===== config.mk =====
export PLATFORM = sky130hd
export DESIGN_NAME = dmem_arbiter_flat
export DESIGN_NICKNAME = d
export VERILOG_FILES = /design/src/rtl/dmem_arbiter_pkg.sv /design/src/rtl/dmem_arbiter_if.sv /design/src/rtl/dmem_lane_steer.sv /design/src/rtl/dmem_arbiter.sv /design/src/flat_wrapper.sv
export SDC_FILE = /design/constraint.sdc
export NUM_CORES = 1
export LEC_CHECK = 0
export ABC_AREA = 1
export CORE_ASPECT_RATIO = 1.5
export CORE_MARGIN = 8
export CORE_UTILIZATION = 32
export DETAILED_ROUTE_END_ITERATION = 6
export PLACE_DENSITY = 0.81
export SETUP_SLACK_MARGIN = 0.02
export SLEW_MARGIN = 5
export SYNTH_ARGS = -nofsm -noshare
export SYNTH_HDL_FRONTEND = slang
export SYNTH_SLANG_ARGS = --single-unit
export TNS_END_PERCENT = 5

===== constraint.sdc =====
create_clock -name clk -period 1.9 [get_ports clk]
set_input_delay 0.475 -clock clk [delete_from_list [all_inputs] [get_ports clk]]
set_output_delay 0.475 -clock clk [all_outputs]
set_load 0.05 [all_outputs]

===== src/rtl/dmem_arbiter_pkg.sv =====
`default_nettype none
//==============================================================================
// Module  : dmem_arbiter_pkg
// Brief   : Shared types, byte-mask constants and alignment check for the
//           data-memory arbiter.
// Revision: 1.0
//==============================================================================
package dmem_arbiter_pkg;

   localparam int NREQ = 2;

   typedef enum logic [1:0] {
      SZ_B = 2'b00,
      SZ_H = 2'b01,
      SZ_W = 2'b10
   } size_e;

   localparam logic [3:0] MASK_B = 4'b0001;
   localparam logic [3:0] MASK_H = 4'b0011;
   localparam logic [3:0] MASK_W = 4'b1111;

   // Encoding 2'b11 has no access width, so it reports as misaligned.
   function automatic logic is_misaligned(input logic [1:0] size,
                                          input logic [1:0] lane);
      logic mis;
      case (size)
         SZ_B:    mis = 1'b0;
         SZ_H:    mis = lane[0];
         SZ_W:    mis = |lane;
         default: mis = 1'b1;
      endcase
      return mis;
   endfunction

endpackage
`default_nettype wire


===== src/rtl/dmem_arbiter_if.sv =====
`default_nettype none
//==============================================================================
// Module  : dmem_arbiter_if
// Brief   : Two-port request/response bundle between requesters and arbiter.
// Revision: 1.0
//==============================================================================
interface dmem_arbiter_if;
   import dmem_arbiter_pkg::*;

   logic [NREQ-1:0]        req_valid;
   logic [NREQ-1:0]        req_ready;
   logic [NREQ-1:0]        req_we;
   logic [NREQ-1:0][1:0]   req_size;
   logic [NREQ-1:0]        req_unsigned;
   logic [NREQ-1:0][31:0]  req_addr;
   logic [NREQ-1:0][31:0]  req_wdata;
   logic [NREQ-1:0]        resp_valid;
   logic                   resp_err;
   logic [31:0]            resp_rdata;

   modport master (
      output req_valid, req_we, req_size, req_unsigned, req_addr, req_wdata,
      input  req_ready, resp_valid, resp_err, resp_rdata
   );

   modport slave (
      input  req_valid, req_we, req_size, req_unsigned, req_addr, req_wdata,
      output req_ready, resp_valid, resp_err, resp_rdata
   );

endinterface
`default_nettype wire


===== src/rtl/dmem_lane_steer.sv =====
`default_nettype none
//==============================================================================
// Module  : dmem_lane_steer
// Brief   : Byte-lane steering: store mask/data replication and load
//           lane extraction with sign/zero extension.
// Revision: 1.0
//==============================================================================
module dmem_lane_steer
   import dmem_arbiter_pkg::*;
(
   input  logic [1:0]  size,
   input  logic [1:0]  lane,
   input  logic        is_unsigned,
   input  logic [31:0] wdata,
   input  logic [31:0] rdata,
   output logic [3:0]  wmask,
   output logic [31:0] wd,
   output logic [31:0] ext
);

   logic [7:0]  w_byte;
   logic [15:0] w_half;

   always_comb begin
      wmask  = 4'b0000;
      wd     = 32'h0;
      ext    = 32'h0;
      w_byte = rdata[{lane, 3'b000} +: 8];
      w_half = rdata[{lane[1], 4'b0000} +: 16];
      case (size)
         SZ_B: begin
            wmask = MASK_B << lane;
            wd    = {4{wdata[7:0]}};
            ext   = is_unsigned ? {24'h0, w_byte} : {{24{w_byte[7]}}, w_byte};
         end
         SZ_H: begin
            wmask = MASK_H << {lane[1], 1'b0};
            wd    = {2{wdata[15:0]}};
            ext   = is_unsigned ? {16'h0, w_half} : {{16{w_half[15]}}, w_half};
         end
         SZ_W: begin
            wmask = MASK_W;
            wd    = wdata;
            ext   = rdata;
         end
         default: begin
            wmask = 4'b0000;
            wd    = 32'h0;
            ext   = 32'h0;
         end
      endcase
   end

endmodule
`default_nettype wire


===== src/rtl/dmem_arbiter.sv =====
`default_nettype none
//==============================================================================
// Module  : dmem_arbiter
// Brief   : Two-requester arbiter in front of a single-port byte-maskable
//           data memory, with one-cycle registered responses.
// Revision: 1.0
//==============================================================================
module dmem_arbiter
   import dmem_arbiter_pkg::*;
#(
   parameter int WADDR_W    = 8,
   parameter bit FIXED_PRIO = 1'b0
) (
   input  logic               clk,
   input  logic               rst_n,
   dmem_arbiter_if.slave      bus,
   output logic [WADDR_W-1:0] mem_addr,
   output logic [3:0]         mem_wmask,
   output logic [31:0]        mem_wd,
   input  logic [31:0]        mem_rd
);

   logic [NREQ-1:0] w_grant;
   logic            w_gid;
   logic            w_accept;
   logic            w_we;
   logic [1:0]      w_size;
   logic            w_unsigned;
   logic [31:0]     w_addr;
   logic [31:0]     w_wdata;
   logic            w_mis;
   logic [3:0]      w_st_mask;
   logic [31:0]     w_ld_ext;
   logic            w_resp_live;

   logic            r_last_grant;
   logic [NREQ-1:0] r_valid;
   logic            r_err;
   logic            r_is_load;
   logic [1:0]      r_size;
   logic [1:0]      r_lane;
   logic            r_unsigned;
   logic [31:0]     r_rd;

   logic [31:0]     w_unused_st_ext;
   logic [3:0]      w_unused_ld_mask;
   logic [31:0]     w_unused_ld_wd;
   logic            w_unused_addr_hi;

   // Holding reset also withholds every grant, so nothing writes memory.
   always_comb begin
      w_grant = '0;
      if (rst_n) begin
         case (bus.req_valid)
            2'b01:   w_grant = 2'b01;
            2'b10:   w_grant = 2'b10;
            2'b11:   w_grant = (FIXED_PRIO || r_last_grant) ? 2'b01 : 2'b10;
            default: w_grant = 2'b00;
         endcase
      end
   end

   assign w_accept      = |w_grant;
   assign w_gid         = w_grant[1];
   assign bus.req_ready = w_grant;

   assign w_we       = bus.req_we[w_gid];
   assign w_size     = bus.req_size[w_gid];
   assign w_unsigned = bus.req_unsigned[w_gid];
   assign w_addr     = bus.req_addr[w_gid];
   assign w_wdata    = bus.req_wdata[w_gid];
   assign w_mis      = is_misaligned(w_size, w_addr[1:0]);

   dmem_lane_steer u_store_steer (
      .size        (w_size),
      .lane        (w_addr[1:0]),
      .is_unsigned (1'b0),
      .wdata       (w_wdata),
      .rdata       (32'h0),
      .wmask       (w_st_mask),
      .wd          (mem_wd),
      .ext         (w_unused_st_ext)
   );

   assign mem_addr         = w_addr[WADDR_W+1:2];
   assign mem_wmask        = (w_accept && w_we && !w_mis) ? w_st_mask : 4'b0000;
   assign w_unused_addr_hi = ^w_addr[31:WADDR_W+2];

   always_ff @(posedge clk) begin
      if (!rst_n) begin
         r_last_grant <= 1'b1;
      end else if (w_accept) begin
         r_last_grant <= w_gid;
      end
   end

   // Raw word is captured; lane extraction happens on the registered side.
   always_ff @(posedge clk) begin
      if (!rst_n) begin
         r_valid    <= '0;
         r_err      <= 1'b0;
         r_is_load  <= 1'b0;
         r_size     <= 2'b00;
         r_lane     <= 2'b00;
         r_unsigned <= 1'b0;
         r_rd       <= 32'h0;
      end else begin
         r_valid <= w_grant;
         if (w_accept) begin
            r_err      <= w_mis;
            r_is_load  <= !w_we;
            r_size     <= w_size;
            r_lane     <= w_addr[1:0];
            r_unsigned <= w_unsigned;
            r_rd       <= mem_rd;
         end
      end
   end

   dmem_lane_steer u_load_steer (
      .size        (r_size),
      .lane        (r_lane),
      .is_unsigned (r_unsigned),
      .wdata       (32'h0),
      .rdata       (r_rd),
      .wmask       (w_unused_ld_mask),
      .wd          (w_unused_ld_wd),
      .ext         (w_ld_ext)
   );

   // Reset during the response cycle suppresses the pending response.
   assign w_resp_live    = rst_n && (|r_valid);
   assign bus.resp_valid = rst_n ? r_valid : '0;
   assign bus.resp_err   = w_resp_live && r_err;
   assign bus.resp_rdata = (w_resp_live && r_is_load && !r_err) ? w_ld_ext : 32'h0;

endmodule
`default_nettype wire

===== src/flat_wrapper.sv =====
// flat-port wrapper written by rule: the top's interface ports become plain ports
module dmem_arbiter_flat import dmem_arbiter_pkg::*;
#(
   parameter int WADDR_W    = 8,
   parameter bit FIXED_PRIO = 1'b0
)
  (clk, rst_n, mem_addr, mem_wmask, mem_wd, mem_rd, bus_req_valid, bus_req_we, bus_req_size, bus_req_unsigned, bus_req_addr, bus_req_wdata, bus_req_ready, bus_resp_valid, bus_resp_err, bus_resp_rdata);
  dmem_arbiter_if bus_i ();
  input  logic clk;
  input  logic rst_n;
  output logic [WADDR_W-1:0] mem_addr;
  output logic [3:0] mem_wmask;
  output logic [31:0] mem_wd;
  input  logic [31:0] mem_rd;
  input wire logic [$bits(bus_i.req_valid)-1:0] bus_req_valid;
  input wire logic [$bits(bus_i.req_we)-1:0] bus_req_we;
  input wire logic [$bits(bus_i.req_size)-1:0] bus_req_size;
  input wire logic [$bits(bus_i.req_unsigned)-1:0] bus_req_unsigned;
  input wire logic [$bits(bus_i.req_addr)-1:0] bus_req_addr;
  input wire logic [$bits(bus_i.req_wdata)-1:0] bus_req_wdata;
  output wire logic [$bits(bus_i.req_ready)-1:0] bus_req_ready;
  output wire logic [$bits(bus_i.resp_valid)-1:0] bus_resp_valid;
  output wire logic [$bits(bus_i.resp_err)-1:0] bus_resp_err;
  output wire logic [$bits(bus_i.resp_rdata)-1:0] bus_resp_rdata;
  assign bus_i.req_valid = bus_req_valid;
  assign bus_i.req_we = bus_req_we;
  assign bus_i.req_size = bus_req_size;
  assign bus_i.req_unsigned = bus_req_unsigned;
  assign bus_i.req_addr = bus_req_addr;
  assign bus_i.req_wdata = bus_req_wdata;
  assign bus_req_ready = bus_i.req_ready;
  assign bus_resp_valid = bus_i.resp_valid;
  assign bus_resp_err = bus_i.resp_err;
  assign bus_resp_rdata = bus_i.resp_rdata;
  dmem_arbiter #(.WADDR_W(WADDR_W), .FIXED_PRIO(FIXED_PRIO)) u_core (.clk(clk), .rst_n(rst_n), .bus(bus_i), .mem_addr(mem_addr), .mem_wmask(mem_wmask), .mem_wd(mem_wd), .mem_rd(mem_rd));
endmodule

==> results of run 1 <==
## state kept, by name (all words and copies together), names as in the netlist
register             cells
u_core.r_valid           2
u_core.r_last_grant      1
u_core.r_unsigned        1
u_core.r_err             1
u_core.r_is_load         1
u_core.r_size            2
u_core.r_lane            2
u_core.r_rd             32
## Yosys cell counts, types with 2 or more instances
| cell | number | area share (%) |
|---|---|---|
| sky130_fd_sc_hd__a21oi_1 | 14 | 2.0 |
| sky130_fd_sc_hd__o21ai_0 | 47 | 6.8 |
| sky130_fd_sc_hd__o21ai_2 | 5 | 1.3 |
| sky130_fd_sc_hd__buf_6 | 2 | 0.65 |
| sky130_fd_sc_hd__inv_2 | 4 | 0.44 |
| sky130_fd_sc_hd__buf_2 | 13 | 1.9 |
| sky130_fd_sc_hd__o211ai_1 | 6 | 1.3 |
| sky130_fd_sc_hd__nand2_2 | 3 | 0.55 |
| sky130_fd_sc_hd__a31oi_1 | 16 | 2.9 |
| sky130_fd_sc_hd__nand3b_1 | 2 | 0.44 |
| sky130_fd_sc_hd__nor2_4 | 2 | 0.65 |
| sky130_fd_sc_hd__clkbuf_1 | 14 | 1.5 |
| sky130_fd_sc_hd__o22ai_1 | 9 | 1.6 |
| sky130_fd_sc_hd__nand2_4 | 3 | 0.98 |
| sky130_fd_sc_hd__inv_1 | 56 | 6.1 |
| sky130_fd_sc_hd__nor2_1 | 91 | 9.9 |
| sky130_fd_sc_hd__or2_2 | 8 | 1.5 |
| sky130_fd_sc_hd__a22oi_1 | 13 | 2.8 |
| sky130_fd_sc_hd__nand2_1 | 236 | 26 |
| sky130_fd_sc_hd__nand3_1 | 18 | 2.6 |
| sky130_fd_sc_hd__dfxtp_1 | 42 | 24 |
## area by class of cell
cell class	count	area [um2]	share of cell area, %
clock buffer	7	142.6	1.808
multi-input combinational	482	2877	36.47
tap	144	180.2	2.284
sequential	42	849.6	10.77
timing repair buffer	282	3565	45.19
clock inverter	1	5.005	0.06345
inverter	63	269.0	3.411
## where the power goes
group          switching (mW)  leakage [nW]  internal [mW]  total (mW)
sequential             0.0687         0.350          0.959        1.03
combinational            1.26          3.07           1.08        2.33
clock                   0.335        0.0739          0.521       0.855
total                    1.66          3.49           2.56        4.22
## cell usage in the layout, fill, tap and decap left out, drive strengths merged
cell	count
nand2	244
o22ai	9
buf	156
a22oi	13
clkbuf	8
nor2	94
nand3	19
dfxtp	42
bufbuf	1
o21ai	53
or2	9
o211ai	6
nor3	1
a21oi	15
a31oi	16
clkinv	3
inv	60
clkinvlp	1
nand4	1
dlygate4sd2	7
nand3b	2
clkdlybuf4s50	117
## timing repair
action                                  in CTS  in global routing
pin swaps                                   28                 20
endpoints found under the setup margin      84                 77
gates cloned                                 5                  0
gates resized for setup                    103                 27
buffers inserted                             9                  2
## kinds of logic (layout without fill, tap and decap cells)
| group | Yosys count | count (layout) | share of synthesized area [%] |
|---|---|---|---|
| simple gates | 369 | 370 | 44.49 |
| compound gates | 112 | 112 | 19.24 |
| buf+inv | 94 | 353 | 11.82 |
| flops | 42 | 42 | 24.45 |
## through the flow
stage	cells	setup TNS [ns]	worst slack, ns	util, %
after global placement	997	-63.58	-0.8517	68.89
after detailed placement	997	-67.28	-0.9604	68.89
after CTS	1019	-23.22	-0.4007	74.27
after floorplan	617	-19.34	-0.3708	-
final	1021	-23.06	-0.4034	74.89
after global routing	1021	-28.91	-0.5018	74.89
## worst max-delay path, cell delays in order, from the launching register on
cell	delay, ns
sky130_fd_sc_hd__dfxtp_2	0.35
sky130_fd_sc_hd__nand2_4	0.08
sky130_fd_sc_hd__buf_6	0.14
sky130_fd_sc_hd__nand3b_1	0.13
sky130_fd_sc_hd__nand2_4	0.10
sky130_fd_sc_hd__nor2_4	0.26
sky130_fd_sc_hd__nand2_1	0.12
sky130_fd_sc_hd__nand2_2	0.08
sky130_fd_sc_hd__inv_2	0.05
sky130_fd_sc_hd__nand2_2	0.08
sky130_fd_sc_hd__buf_12	0.14
## layer usage
| metal | vias to the layer above | GRT usage (%) |
|---|---|---|
| li1 | 2476 | - |
| met1 | 2312 | 20.91 |
| met2 | 267 | 46.20 |
| met3 | 59 | 6.823 |
| met4 | 0 | 16.16 |
| met5 | - | 0 |
## worst max-delay path by stage
stage	startpoint	end	slack [ns]	cells past startpoint
final	u_core.r_last_grant$_SDFFE_PN1P_	mem_wd[10]	-0.40	10
after global placement	rst_n	mem_wd[16]	-0.85	9
after detailed placement	rst_n	mem_wd[11]	-0.96	13
after global routing	u_core.r_last_grant$_SDFFE_PN1P_	mem_wd[10]	-0.50	10
after floorplan	rst_n	bus_resp_rdata[30]	-0.37	7
after CTS	u_core.r_last_grant$_SDFFE_PN1P_	mem_wd[27]	-0.40	11
==> Implementation_results.wiki, run 1 <==
{| class="wikitable"
! Metric !! Value
|-
| Run status || finished with violations
|-
| Violated checks || setup timing
|-
| Routed length on met1 || 5500 um
|-
| Post-synthesis cell area || 3440 um2
|-
| Total of max-cap violations || 0
|-
| Instance area at placement || 7256 um2
|-
| Cts-stage hold buffer count || 0
|-
| Via count normalized by instance count || 5.009
|-
| Worst hold-check slack || 0.4761 ns
|-
| # IOs || 253
|-
| Final Skew || 0.005009 ns
|-
| Number of warning messages in the yosys log || 0
|-
| Worst hold path startpoint || u_core.r_rd[6]$_SDFFE_PN0P_
|-
| EDFF count, synth || 0
|-
| Latest clock arrival within the worst-skew pair || 0.29 ns
|-
| TritonCTS Buffers || 5
|-
| ANT nets after route || 0
|-
| Post-Route WL || 17620 um
|-
| Syn_nets || 789
|-
| TritonCTS clock tree || yes
|-
| Placer Congestion || 0.9756
|-
| Fill cell total of the finished layout || 739
|-
| Worst Hold Endpoint || u_core.r_rd[6]$_SDFFE_PN0P_
|-
| Buffers from clock root to sink, at most || 2
|-
| Final nets || 1048
|-
| # port buffers || 208
|-
| Crit Path Max Fanout || 8
|-
| Mean instance size in the synthesized netlist || 5.575 um2
|-
| Hold depth || 2
|-
| Tmin final || 2.303 ns
|-
| WL per Instance || 17.25 um
|-
| Final clock period utilization by the worst path || 121.2%
|-
| Share of flip-flops with an asynchronous set or reset || 0%
|-
| Gate count after technology mapping || 617
|-
| Vias || 5114
|-
| Worst-Margin Slew || 0.4137 ns
|-
| CP Launch Type || register
|-
| Initial cell density of the core || 32.66%
|-
| Total power of the final layout || 4.218 mW
|-
| Number of rows in the core area || 46
|-
| Die outline height || 143.0 um
|-
| Reg2reg setup slack || 0.45 ns
|-
| Peak supply drop || 0.3984 mV
|-
| R2R Path End || u_core.r_err$_SDFFE_PN0P_
|-
| Hold Vio Cnt, Final || 0
|-
| Setup violations, final || 76
|-
| Critical path required time || 1.42 ns
|-
| Sink Count || 42
|-
| Via count of the first global-routing pass || 5407
|-
| Highest routing layer actually used || met4
|-
| Die width || 100.7 um
|-
| R2R cell count || 11
|-
| Distinct cell type count of the synthesized netlist || 34
|-
| Post-detail-place hpwl || 13720 um
|-
| Total routing resource utilization after global routing || 24.14%
|-
| Area growth from synthesis to final layout || 129.3%
|-
| Register clock-pin slew on the reported worst setup and hold paths || 0.06 ns
|-
| Sequential share of the synthesized area || 24.45%
|-
| Kind of end point of the critical path || output pin
|-
| Met2 routed wirelength || 9534 um
|-
| Upper clock frequency limit || 0.4341 GHz
|-
| Power density over the cells || 534.8 nW/um2
|-
| Signal arrival time at the worst endpoint || 1.83 ns
|-
| Htree depth || 2
|-
| Diode count || 0
|-
| Class of the tightest hold or removal check || register to register
|-
| First-pass GRT wire length || 27200 um
|-
| Rel. slew slack || 72.42%
|-
| Yosys reg bits || 42
|-
| Met3 wire length || 1566 um
|-
| Number of DRC markers after the initial detailed-route iteration || 210
|-
| Most used flip-flop cell after synthesis || sky130_fd_sc_hd__dfxtp_1
|-
| First-pass iteration count of the detailed router || 5
|-
| Overall overflow remaining after global route || 0
|-
| Pin count of the biggest net entering global routing || 46
|-
| Final design instance area without fill || 7888 um2
|-
| Final worst slack || -0.4034 ns
|-
| Classification of the worst setup path || register to output pin
|-
| Clock root cell || sky130_fd_sc_hd__clkbuf_16
|-
| Launch point of the worst reg-to-reg path || u_core.r_last_grant$_SDFFE_PN1P_
|-
| Antenna violations before repair || 0
|-
| Final count of pins violating max slew || 0
|-
| Setup repair after global routing missed its margin || true
|-
| Pleak || 3.489 nW
|-
| DRC Markers || 0
|-
| Die Footprint || 14390 um2
|-
| Floorplan Core Area || 10530 um2
|-
| Layout cell share with drive strength beyond 1 || 36.15%
|}
Power figures use the tool's default switching activity.
==> run 2: changes to the inputs <==
Settings changed: CTS_CLUSTER_DIAMETER set to 100, SLEW_MARGIN 5 to not set.
==> results of run 2 <==
Final layout, timing and power as in run 1 (identical DEF).
